<file path="src/rtl/config_loader_if.sv">
// Bitstream handshake and active-configuration bus
// between a config source and config_loader.
interface config_loader_if #(
  parameter int CONFIG_WIDTH = 112,
  parameter int WORD_WIDTH   = 8
);
  logic                    start;
  logic [WORD_WIDTH-1:0]   data_in;
  logic                    data_valid;
  logic                    data_ready;
  logic [CONFIG_WIDTH-1:0] config_out;
  logic                    config_valid;
  logic                    busy;
  logic                    done;
  logic                    error;

  modport master (
    output start, data_in, data_valid,
    input  data_ready, config_out, config_valid,
    input  busy, done, error
  );

  modport slave (
    input  start, data_in, data_valid,
    output data_ready, config_out, config_valid,
    output busy, done, error
  );
endinterface

</file>
<file path="src/rtl/config_loader.sv">
// Word-serial config loader: shadow assembly, XOR
// checksum, single-cycle commit to the switch box.
module config_loader #(
  parameter int CONFIG_WIDTH = 112,
  parameter int WORD_WIDTH   = 8
) (
  input logic            clock,
  input logic            reset,
  config_loader_if.slave bus
);
  localparam int NUM_WORDS =
    (CONFIG_WIDTH + WORD_WIDTH - 1) / WORD_WIDTH;
  localparam int CNT_W  = $clog2(NUM_WORDS + 1);
  localparam int LAST_W =
    CONFIG_WIDTH - (NUM_WORDS - 1) * WORD_WIDTH;
  localparam logic [CNT_W-1:0] LAST_IDX =
    CNT_W'(NUM_WORDS - 1);

  typedef enum logic [1:0] {
    IDLE,
    LOAD,
    CHECK
  } state_t;

  state_t                  state;
  logic [CONFIG_WIDTH-1:0] shadow;
  logic [CNT_W-1:0]        count;
  logic [WORD_WIDTH-1:0]   acc;
  logic                    xfer;

  assign xfer = bus.data_valid && bus.data_ready;

  always_ff @(posedge clock or posedge reset) begin
    if (reset) begin
      state            <= IDLE;
      shadow           <= '0;
      count            <= '0;
      acc              <= '0;
      bus.data_ready   <= 1'b0;
      bus.busy         <= 1'b0;
      bus.config_out   <= '0;
      bus.config_valid <= 1'b0;
      bus.done         <= 1'b0;
      bus.error        <= 1'b0;
    end else begin
      bus.done <= 1'b0;
      // start overrides any word in flight, checksum included
      if (bus.start) begin
        state          <= LOAD;
        shadow         <= '0;
        count          <= '0;
        acc            <= '0;
        bus.error      <= 1'b0;
        bus.data_ready <= 1'b1;
        bus.busy       <= 1'b1;
      end else begin
        case (state)
          IDLE: begin
            bus.data_ready <= 1'b0;
            bus.busy       <= 1'b0;
          end
          LOAD: begin
            if (xfer) begin
              for (int k = 0; k < NUM_WORDS - 1; k++)
                if (count == CNT_W'(k))
                  shadow[k*WORD_WIDTH +: WORD_WIDTH]
                    <= bus.data_in;
              // last word may be partial; its spare bits drop
              if (count == LAST_IDX)
                shadow[CONFIG_WIDTH-1 -: LAST_W]
                  <= bus.data_in[LAST_W-1:0];
              acc   <= acc ^ bus.data_in;
              count <= count + 1'b1;
              if (count == LAST_IDX)
                state <= CHECK;
            end
          end
          CHECK: begin
            if (xfer) begin
              if (bus.data_in == acc) begin
                bus.config_out   <= shadow;
                bus.config_valid <= 1'b1;
                bus.done         <= 1'b1;
              end else begin
                bus.error <= 1'b1;
              end
              state          <= IDLE;
              bus.data_ready <= 1'b0;
              bus.busy       <= 1'b0;
            end
          end
          default: begin
            state          <= IDLE;
            bus.data_ready <= 1'b0;
            bus.busy       <= 1'b0;
          end
        endcase
      end
    end
  end
endmodule

</file>
<file path="src/flat_wrapper.sv">
// flat-port wrapper written by rule: the top's interface ports become plain ports
module config_loader_flat 
#(
  parameter int CONFIG_WIDTH = 112,
  parameter int WORD_WIDTH   = 8
)
  (clock, reset, bus_start, bus_data_in, bus_data_valid, bus_data_ready, bus_config_out, bus_config_valid, bus_busy, bus_done, bus_error);
  config_loader_if #(.CONFIG_WIDTH(CONFIG_WIDTH), .WORD_WIDTH(WORD_WIDTH)) bus_i ();
  input logic clock;
  input logic reset;
  input wire logic [$bits(bus_i.start)-1:0] bus_start;
  input wire logic [$bits(bus_i.data_in)-1:0] bus_data_in;
  input wire logic [$bits(bus_i.data_valid)-1:0] bus_data_valid;
  output wire logic [$bits(bus_i.data_ready)-1:0] bus_data_ready;
  output wire logic [$bits(bus_i.config_out)-1:0] bus_config_out;
  output wire logic [$bits(bus_i.config_valid)-1:0] bus_config_valid;
  output wire logic [$bits(bus_i.busy)-1:0] bus_busy;
  output wire logic [$bits(bus_i.done)-1:0] bus_done;
  output wire logic [$bits(bus_i.error)-1:0] bus_error;
  assign bus_i.start = bus_start;
  assign bus_i.data_in = bus_data_in;
  assign bus_i.data_valid = bus_data_valid;
  assign bus_data_ready = bus_i.data_ready;
  assign bus_config_out = bus_i.config_out;
  assign bus_config_valid = bus_i.config_valid;
  assign bus_busy = bus_i.busy;
  assign bus_done = bus_i.done;
  assign bus_error = bus_i.error;
  config_loader #(.CONFIG_WIDTH(CONFIG_WIDTH), .WORD_WIDTH(WORD_WIDTH)) u_core (.clock(clock), .reset(reset), .bus(bus_i));
endmodule
</file>
<file path="config.mk">
export PLATFORM = sky130hd
export DESIGN_NAME = config_loader_flat
export DESIGN_NICKNAME = d
export VERILOG_FILES = /design/src/rtl/config_loader_if.sv /design/src/rtl/config_loader.sv /design/src/flat_wrapper.sv
export SDC_FILE = /design/constraint.sdc
export NUM_CORES = 1
export LEC_CHECK = 0
export BUFFER_PORTS_ARGS = -buffer_cell sky130_fd_sc_hd__buf_2
export CELL_PAD_IN_SITES_DETAIL_PLACEMENT = 1
export CELL_PAD_IN_SITES_GLOBAL_PLACEMENT = 2
export CORE_AREA = 3 3 219 135
export DETAILED_ROUTE_END_ITERATION = 8
export DIE_AREA = 0 0 222 138
export GPL_ROUTABILITY_DRIVEN = 0
export PLACE_DENSITY_LB_ADDON = 0.1
export SETUP_SLACK_MARGIN = 0.3
export SKIP_LAST_GASP = 1
export SYNTH_ARGS = -nofsm -noshare
export SYNTH_HDL_FRONTEND = slang
export SYNTH_SLANG_ARGS = --single-unit
</file>
<file path="constraint.sdc">
create_clock -name clock -period 8.6 [get_ports clock]
set_clock_uncertainty 0.15 [all_clocks]
set_input_delay 1.72 -clock clock [delete_from_list [all_inputs] [get_ports clock]]
set_output_delay 1.72 -clock clock [all_outputs]
set_load 0.02 [all_outputs]
</file>
==> metrics.txt, run 1 <==
Max-Cap Viols 0; Die Wd 222 um; mux cell area share after synthesis 26.3%; Post-Synth XOR/XNOR Area 1.68%; crit end category flip-flop; setup TNS 0 ps; #FFs+latches synth 242; clock buffer depth 3; clock sink count 242; ys async rst share 100%; Final ANT Viol Nets 0; share of cells above drive strength 1 34.2%; most used cell, CP buf_4; Max Clock Freq 220 MHz; Crit-path slowest cell buf_4; Post-Route WL 24200 um; Total GRT Usage 15.8%; wire per inst 19.9 um; Core Util, Final 42.2%; sequential area share after synthesis 61.2%; Worst Hold Class flip-flop to flip-flop; Simple-Gate Fraction of Synth Area 7.00%; Avg Cell Area, Syn 13.8 sq um; Tcrit/Tclk final 53.0%; total gr overflow 0; Syn Inst Count 719; largest net degree at the start of global routing 168; largest family of logic cells by synthesized area multiplexers; CTS tree yes; Initial Util 35.9%; H-tree levels 1; Post-synth top cells dfrtp_1, nor2_1, mux2i_1; unrepaired setup endpoints after global routing no; Clk Latency, worst-skew pair 520 ps; Pre-antenna DRT Iters 4; post-synth top area share 61.2%; Final WS setup 4040 ps; Worst slew margin 31.9%; critical path's top delay family buffers and inverters; DP HPWL 15100 um; antenna fix cells 0; most common cell in the netlist dfrtp_1; Hold Buf Count CTS 0; arrival time worst endpoint 4810 ps; total setup buffers inserted after CTS 0; Worst Path Buf+Inv 3; hold_ws 312 ps; vias in the first global route 6313; Port Buffers 128; syn_nets 735; Yosys cell types 27; crit path max fanout 53; CP required 8850 ps; first-pass GRT wire length 38700 um; Final setup viols 0; Area Overhead vs Synth 17.7%; CTS Buf Count 25; Final #Nets 845; Post-synth EDFFs 0; Slew @ Worst Pin 1020 ps; Setup WS pre-CTS 3480 ps; worst vdd ir 86.0 uV; Primary FF master, synth dfrtp_1; DRC errors left 0; Synth Cell Area 9900 sq um; initial antenna violation count 0; Die Height 138 um; Critical Path Source Type input port; Worst Setup Path Type input port to flip-flop; Core ar. 27600 sq um; pwr dens 204 nW/um^2; Root Buffer Master clkbuf_16; final hold violation count 0; critical path cell sequence buf_2, xor2_1, nor4_2, nand4_4, buf_4, buf_4, mux2_2; synth top area cells dfrtp_1, mux2i_1, mux2_4; Leakage 6.90 nW; yosys warns 0; die area 30600 sq um; Final Critical Period 4560 ps; Initial DRC Count 363; CP peak stage delay 790 ps; CTS clk-pin slew, worst paths 60 ps; DR vias 5814; Pins Over Slew Limit 0; Top Ports 129; FP Rows 47; run status finished, final reports clean; Synth Area in Compound Gates 0.442%; CTS resizes 0; via/cell ratio 4.80; Synth area leader dfrtp_1; area share of fa/ha/maj cells after synthesis 0.505%
## worst reg2reg max path: cells and delay by family, from the launching register on
| kind | cells | cell delay (ps) |
|---|---|---|
| flip-flops | 1 | 400 |
| buffers and inverters | 2 | 1000 |
| AND/OR/NAND/NOR | 2 | 950 |
| XOR/XNOR | 1 | 180 |
| multiplexers | 1 | 490 |
## flip-flops by register name (all words and copies together), names as in the netlist
register	cells
u_core.bus.busy	1
u_core.state	2
u_core.bus.config_out	112
u_core.count	4
u_core.acc	8
u_core.bus.done	1
u_core.shadow	112
u_core.bus.config_valid	1
u_core.bus.error	1
## kinds of logic after synthesis
group,after synthesis
AO/OA/AOI/OAI,6
adder cells (fa/ha/maj),4
flip-flops,242
AND/OR/NAND/NOR,167
XOR/XNOR,19
buffers and inverters,57
multiplexers,224
## report_power, final
part	leakage, nW	total [mW]	switching, mW	internal [mW]
clock network	0.424	1.12	0.443	0.680
registers	3.36	1.16	0.00843	1.15
logic	3.12	0.0939	0.0713	0.0226
total	6.90	2.37	0.523	1.85
## final timing paths
| check | start | endpoint | slack (ps) | cells past startpoint |
|---|---|---|---|---|
| max | bus_data_in[5] | u_core.bus.config_out[10] | 4040 | 7 |
| min in group asynchronous | reset | u_core.bus.config_out[88] | 1120 | 2 |
| min reg2reg | u_core.bus.config_valid | u_core.bus.config_valid | 310 | 1 |
| max in group asynchronous | reset | u_core.shadow[16] | 5850 | 3 |
| min | u_core.bus.config_valid | u_core.bus.config_valid | 310 | 1 |
| max reg2reg | u_core.acc[5] | u_core.bus.config_out[23] | 5310 | 6 |
## cell type report
cell class,count,area [sq um]
Fill cell,2829,15900
Timing Repair Buffer,133,693
Sequential cell,242,6060
Tap cell,367,459
Clock inverter,8,115
Clock buffer,35,733
Inverter,7,30.0
Multi-Input combinational cell,420,3560
## routing by layer
metal  wire length, um  GRT usage (%)
met5                 0              0
met1             12300           23.9
met4               371           3.06
met3               848           2.94
met2             10700           24.0
## placed cells by master (no fill, tap or decap), types with 2 or more instances in the layout
cell and instances:
nand3_1 11, clkbuf_1 3, buf_2 127, clkinv_2 5, o21ai_0 2, xor2_1 16
inv_1 6, nand2_1 12, nor2b_1 3, mux2_2 54, clkbuf_16 25, nand4_1 5
buf_4 5, ha_1 4, nand2b_1 3, dfrtp_1 242, nor2_1 129, a21oi_1 2
mux2_4 58, bufinv_16 3, clkbuf_8 7, xnor2_1 3, mux2i_1 112
## metrics by stage
stage          area [sq um]  instances  power [mW]
6_report              11600       1212        2.37
5_1_grt               11600       1212        2.48
4_1_cts               11600       1212        2.42
3_5_place_dp          10800       1169        1.28
3_3_place_gp          10800       1169        1.27
2_1_floorplan          9900        719        1.24
Note: power is estimated with default switching activity, not from simulation.
==> inputs of run 2 (changes only) <==
--- a/config.mk
+++ b/config.mk
@@ -5,12 +5,13 @@
 export SDC_FILE = /design/constraint.sdc
 export NUM_CORES = 1
 export LEC_CHECK = 0
+export ABC_AREA = 1
 export BUFFER_PORTS_ARGS = -buffer_cell sky130_fd_sc_hd__buf_2
 export CELL_PAD_IN_SITES_DETAIL_PLACEMENT = 1
 export CELL_PAD_IN_SITES_GLOBAL_PLACEMENT = 2
-export CORE_AREA = 3 3 219 135
+export CORE_AREA = 3 3 228 141
 export DETAILED_ROUTE_END_ITERATION = 8
-export DIE_AREA = 0 0 222 138
+export DIE_AREA = 0 0 231 144
 export GPL_ROUTABILITY_DRIVEN = 0
 export PLACE_DENSITY_LB_ADDON = 0.1
 export SETUP_SLACK_MARGIN = 0.3
==> constraint.sdc (replaced) <==
create_clock -name clock -period 3.7 [get_ports clock]
set_clock_uncertainty 0.15 [all_clocks]
set_input_delay 0.74 -clock clock [delete_from_list [all_inputs] [get_ports clock]]
set_output_delay 0.74 -clock clock [all_outputs]
set_load 0.02 [all_outputs]
==> run 2 against run 1 <==
Sequential power increased by 140%. First-iteration DRC count rose by 26%. Flip-flop and latch count is the same. Die area up 8.6%. Combinational power grew to 3.5 times the previous value. Area after synthesis down 3.0%. Via count is 29% higher. Total power grew 140%. Highest routed layer unchanged.
==> metrics.txt, run 2 <==
Synth Cell Area 9600 sq um (-3.0%); Die Wd 231 um (+4.1%); Final setup viols 0 (unchanged); largest registers u_core.bus.config_out: 112 flops, u_core.shadow: 112 flops, u_core.acc: 8 flops; worst reg2reg path depth 5 (-1); Initial Util 32.1% (-3.8 points); Final Critical Period 2400 ps; syn_nets 1046 (+42%); Total GRT Usage 17.6% (+1.8 points); wire per inst 18.5 um (-7.4%); ys async rst share 100% (unchanged); Top Metal Used met4; CTS resizes 0 (unchanged); Pins Over Slew Limit 0 (unchanged); met2 wire length 12000 um (+13%); Core ar. 29900 sq um (+8.5%); synth top area cells dfrtp_1, nand2_1, nand4_1; arrival time worst endpoint 2610 ps (-2200 ps); clock sink count 242 (unchanged); CP required 3910 ps (-4940 ps); pwr dens 499 nW/um^2 (+140%); Port Buffers 128 (unchanged); post-synth top area share 63.1% (+1.9 points); DRC errors left 0 (unchanged); final hold violation count 0 (unchanged); met3 routed WL 1130 um (+33%); Primary FF master, synth dfrtp_1; Crit-path slowest cell a31oi_1; worst vdd ir 251 uV (+190%); Slew @ Worst Pin 1250 ps (+228 ps); Max-Cap Viols 0 (unchanged); reg2reg setup slack 1300 ps (-4010 ps); sequential area share after synthesis 63.1% (+1.9 points); critical path's top delay family compound AO/OA/AOI/OAI gates; initial antenna violation count 1 (+1); worst r2r dst u_core.shadow[105]; Worst Hold Class flip-flop to flip-flop; CP peak stage delay 880 ps (+90 ps); total gr overflow 0 (unchanged); H-tree levels 1 (unchanged); antenna fix cells 0 (unchanged); clock buffer depth 3 (unchanged); Critical Path Source Type flip-flop; Post-synth top cells nand2_1, dfrtp_1, o21ai_0; largest net degree at the start of global routing 115 (-32%); Pre-antenna DRT Iters 4 (unchanged); run status finished, final reports clean; Syn Inst Count 1030 (+43%); Area Overhead vs Synth 20.2%; Root Buffer Master clkbuf_16; CTS Buf Count 26 (+4.0%); total setup buffers inserted after CTS 0 (unchanged); DP HPWL 17700 um (+17%); Initial DRC Count 457 (+26%); Clk Latency, worst-skew pair 530 ps (about the same); Post-synth EDFFs 0 (unchanged); Worst Setup Path Type flip-flop to flip-flop; most common cell in the netlist nand2_1; Tcrit/Tclk final 64.9%; WL met1 15300 um (+24%); Reg2Reg Launch Point u_core.bus.busy; yosys warns 0 (unchanged); Worst slew margin 16.3% (-16 points); crit end category flip-flop; #FFs+latches synth 242 (unchanged); die area 33300 sq um (+8.6%); Overall Power 5.76 mW (+140%); critical path cell sequence nand2_1, nor2_2, buf_4, a31oi_1, o21ai_0; Hold Buf Count CTS 1 (+1); share of cells above drive strength 1 17.1% (-17 points); Yosys cell types 21 (-22%); first-pass GRT wire length 46100 um (+19%); DR vias 7499 (+29%); Top Ports 129 (unchanged); CTS clk-pin slew, worst paths 60 ps (about the same); FP Rows 49 (+4.3%); unrepaired setup endpoints after global routing no; Post-Route WL 28800 um (+19%); crit path max fanout 16 (-70%); commonest non-fill, non-tap cell in the layout nand2_1; Avg Cell Area, Syn 9.32 sq um (-32%); Final ANT Viol Nets 0 (unchanged); hold path start u_core.bus.config_valid; Hold EP u_core.bus.config_valid; Max Clock Freq 416 MHz; Setup WS pre-CTS 888 ps (-2590 ps); Die Height 144 um (+4.3%); Final #Nets 1150 (+36%); commonest non-fill, non-tap cells in the layout nand2_1, dfrtp_1, buf_2, o21ai_0, nand4_1; Worst Path Buf+Inv 1 (-2); via/cell ratio 4.81 (+0.21%); Hold Path Stages 2 (+1); Final WS setup 1300 ps (-2750 ps); CTS tree yes; Leakage 6.10 nW (-12%); vias in the first global route 7756 (+23%); Synth area leader dfrtp_1
-- run 2: cell count changes after synthesis, sizes merged, moves of 6 or more --
cell	delta
a21oi	+6
nand3	-6
mux2	-112
inv	+28
clkbuf	+9
xor2	-16
mux2i	-112
o21ai	+118
nor2	-99
nand4	+106
o22ai	+7
nand2	+373
buf	+16
-- run 2: power by group --
part           switching, mW  internal (mW)  total [mW]
combinational          0.250         0.0803       0.330
clock                   1.09           1.52        2.61
sequential            0.0619           2.75        2.82
total                   1.40           4.36        5.76
-- run 2: routing by layer --
| layer | global-route usage [%] | vias to the layer above |
|---|---|---|
| met1 | 27.5 | 3737 |
| met3 | 2.99 | 28 |
| met5 | 0 | - |
| met2 | 25.9 | 115 |
| li1 | - | 3619 |
| met4 | 2.93 | 0 |
-- run 2: how the worst max path moves through the flow --
stage,from,end,cells past startpoint
2_1_floorplan,reset,u_core.acc[0],1
4_1_cts,u_core.bus.busy,u_core.shadow[105],5
3_5_place_dp,bus_data_valid,u_core.shadow[107],6
5_1_grt,u_core.bus.busy,u_core.shadow[111],5
6_report,u_core.bus.busy,u_core.shadow[105],5
3_3_place_gp,bus_data_valid,u_core.shadow[107],6
-- run 2: final cells by class --
class | count | area [sq um]
fill | 3514 | 18400
clock buffer | 39 | 781
timing repair buffer | 151 | 891
inverter | 36 | 139
clock inverter | 7 | 66.3
sequential | 242 | 6060
multi-input combinational | 677 | 3100
tap | 408 | 510
-- run 2: cells by family after synthesis --
group / Yosys count / share of synthesized area (%)
flops: 242 / 63.1
simple gates: 534 / 24.0
buf+inv: 111 / 4.95
xor+xnor: 1 / 0.0912
compound gates: 138 / 7.36
fa+ha+maj: 4 / 0.521
-- run 2: worst register-to-register path: cells and delay by family, from the launching register on --
| kind | cells | cell delay (ps) |
|---|---|---|
| buf+inv | 1 | 190 |
| flops | 1 | 440 |
| simple gates | 2 | 350 |
| compound gates | 2 | 1090 |
-- run 2: per-stage QoR --
| stage | cell area [sq um] | hold slack (ps) | setup TNS, ps | util (%) | std cells |
|---|---|---|---|---|---|
| 2_1_floorplan | 9610 | 303 | -88520 | - | 1030 |
| 3_3_place_gp | 10700 | 293 | 0 | 35.7 | 1513 |
| 3_5_place_dp | 10700 | 296 | 0 | 35.7 | 1513 |
| 4_1_cts | 11500 | 313 | 0 | 38.6 | 1560 |
| 5_1_grt | 11500 | 335 | 0 | 38.6 | 1560 |
| 6_report | 11500 | 304 | 0 | 38.6 | 1560 |
==> inputs of run 3 (changes only) <==
--- a/config.mk
+++ b/config.mk
@@ -9,9 +9,9 @@
 export BUFFER_PORTS_ARGS = -buffer_cell sky130_fd_sc_hd__buf_2
 export CELL_PAD_IN_SITES_DETAIL_PLACEMENT = 1
 export CELL_PAD_IN_SITES_GLOBAL_PLACEMENT = 2
-export CORE_AREA = 3 3 228 141
+export CORE_AREA = 3 3 218 135
 export DETAILED_ROUTE_END_ITERATION = 8
-export DIE_AREA = 0 0 231 144
+export DIE_AREA = 0 0 221 138
 export GPL_ROUTABILITY_DRIVEN = 0
 export PLACE_DENSITY_LB_ADDON = 0.1
 export SETUP_SLACK_MARGIN = 0.3
==> constraint.sdc (replaced) <==
create_clock -name clock -period 2.5 [get_ports clock]
set_clock_uncertainty 0.15 [all_clocks]
set_input_delay 0.5 -clock clock [delete_from_list [all_inputs] [get_ports clock]]
set_output_delay 0.5 -clock clock [all_outputs]
set_load 0.02 [all_outputs]
==> run 3 against run 2 <==
Global-route usage rose by 1.5 points. Via count up 3.1%. Sequential power up 48%. First-iteration DRC count shrank 0.66%. Count of clock-buffer cells in the layout decreased by 2. Cell area rose by 2.3%. Sequential share of layout area fell by 1.2 points.
==> metrics.txt, run 3 (synthesis results as in run 2) <==
Worst Setup Path Type flip-flop to flip-flop; pwr dens 735 nW/um^2 (+47%); Tcrit/Tclk final 81.2% (+16 points); Non-Filler Instances 1541 (-1.2%); critical path's top delay family compound AO/OA/AOI/OAI gates; hold path start bus_data_in[2]; largest registers u_core.bus.config_out: 112 flops, u_core.shadow: 112 flops, u_core.acc: 8 flops; Worst Hold Class input port to flip-flop; DRC errors left 0 (unchanged); hold_ws 158 ps (-146 ps); Area Overhead vs Synth 23.0%; Leakage 6.25 nW (+2.4%); combinational power share 6.2% (+0.5 points); clock sink count 242 (unchanged); Root Buffer Master clkbuf_16; final hold violation count 0 (unchanged); Worst slew margin 54.1% (+38 points); Switching Share 23.9% (-0.45 points); run status finished, final reports clean; CTS tree yes; Die Wd 221 um (-4.3%); wire per inst 18.7 um (+1.3%); Port Buffers 128 (unchanged); Pre-antenna DRT Iters 4 (unchanged); Final WS setup 469 ps (-830 ps); clock share of power 45.7% (+0.3 points); largest net degree at the start of global routing 69 (-40%); Max Clock Freq 492 MHz (+18%); Clk Latency, worst-skew pair 540 ps (about the same); share of cells above drive strength 1 18.8% (+1.7 points); commonest non-fill, non-tap cell in the layout nand2_1; Final ANT Viol Nets 0 (unchanged); commonest non-fill, non-tap cells in the layout nand2_1, dfrtp_1, buf_2, o21ai_0, nand4_1; first-pass GRT wire length 47500 um (+3.0%); Worst Path Buf+Inv 2 (+1); switching pwr 2.07 mW (+48%); Slew @ Worst Pin 689 ps (-560 ps); via/cell ratio 5.02 (+4.4%); Max-Cap Viols 0 (unchanged); Crit-path slowest cell a21oi_1; Setup WS pre-CTS 215 ps (-674 ps); DP HPWL 18500 um (+4.9%); Initial Util 35.0% (+2.9 points); vias in the first global route 8196 (+5.7%); initial antenna violation count 0 (-1); worst vdd ir 400 uV (+60%); critical path cell sequence ha_1, inv_1, nor2_1, a21oi_1, buf_4, o21ai_0; Post-Route WL 28800 um (about the same); crit path max fanout 10 (-6); DR vias 7733 (+3.1%); CTS clk-pin slew, worst paths 60 ps (about the same); Final setup viols 0 (unchanged); arrival time worst endpoint 2280 ps (-330 ps); setup TNS 0 ps (unchanged); CTS Buf Count 26 (unchanged); Reg2Reg Launch Point u_core.count[0]; Die Height 138 um (-4.2%); die area 30500 sq um (-8.3%); H-tree levels 1 (unchanged); Pins Over Slew Limit 0 (unchanged); clock buffer depth 3 (unchanged); Top Ports 129 (unchanged); antenna fix cells 0 (unchanged); Placed Cells 1495 (-1.2%); Initial DRC Count 454 (-0.66%); total gr overflow 0 (unchanged); Reg power frac 48.1% (-0.8 points); Critical Path Source Type flip-flop; Internal 6.61 mW (+52%); worst setup path start u_core.count[0]; Total GRT Usage 19.1% (+1.5 points); Core ar. 27400 sq um (-8.4%); FP Rows 47 (-4.1%); Final Critical Period 2030 ps (-370 ps); CP peak stage delay 560 ps (-320 ps); CP required 2750 ps (-1160 ps); Final #Nets 1173 (+2.0%); Overall Power 8.68 mW (+51%); crit end category flip-flop; unrepaired setup endpoints after global routing yes
-- run 3: changes by cell type in the layout (fill, tap and decap cells not counted), moves of 2 or more --
cell and change:
buf_4 +14, buf_12 +9, a21oi_1 -3, a21oi_2 +3
clkbuf_8 -3, bufinv_16 +2
-- run 3: stage by stage --
step / area [sq um] / utilization [%]
2_1_floorplan: 9610 / -
3_3_place_gp: 10900 / 39.9
3_5_place_dp: 10900 / 39.9
4_1_cts: 11800 / 43.1
5_1_grt: 11800 / 43.1
6_report: 11800 / 43.1
-- run 3: final timing paths --
path | endpoint | slack, ps | depth (start not counted)
max | u_core.shadow[90] | 470 | 6
min | u_core.acc[2] | 160 | 4
max reg2reg | u_core.shadow[90] | 470 | 6
min reg2reg | u_core.bus.config_out[44] | 310 | 2
max in group asynchronous | u_core.acc[1] | 1080 | 5
min in group asynchronous | u_core.bus.config_out[69] | 370 | 3
-- run 3: what timing repair did --
item | in CTS | in global routing
gates cloned | 0 | 0
hold endpoints to repair | 9 | 0
hold buffers | 1 | 0
setup buffers | 0 | 0
setup endpoints to repair | 18 | 41
resized for setup | 3 | 1
-- run 3: cell type report --
| type | count | area, sq um |
|---|---|---|
| tap | 367 | 459 |
| fill | 3179 | 15600 |
| clock inverter | 8 | 119 |
| clock buffer | 37 | 743 |
| multi-input combinational | 677 | 3120 |
| timing repair buffer | 174 | 1180 |
| inverter | 36 | 139 |
| sequential | 242 | 6060 |
-- run 3: worst min-delay path: stages --
cell and delay [ps]:
buf_2 90, nand2_1 50, nand2_1 70, o22ai_1 90
-- run 3: per-layer routing --
layer  global-route usage [%]  wire length [um]  vias up
met5                        0                 0        -
met2                     28.2             12300      141
met3                     3.41              1350       31
met4                     3.08               442        0
met1                     29.7             14700     3898
li1                         -                 -     3663
-- run 3: power groups by stage --
stage                     logic [mW]  clock network (mW)  registers [mW]
after floorplan                0.323                   0            4.21
after global placement         0.537                   0            4.24
after detailed placement       0.552                   0            4.24
after CTS                      0.556                4.06            4.17
after global routing           0.622                4.25            4.19
final                          0.541                3.97            4.17
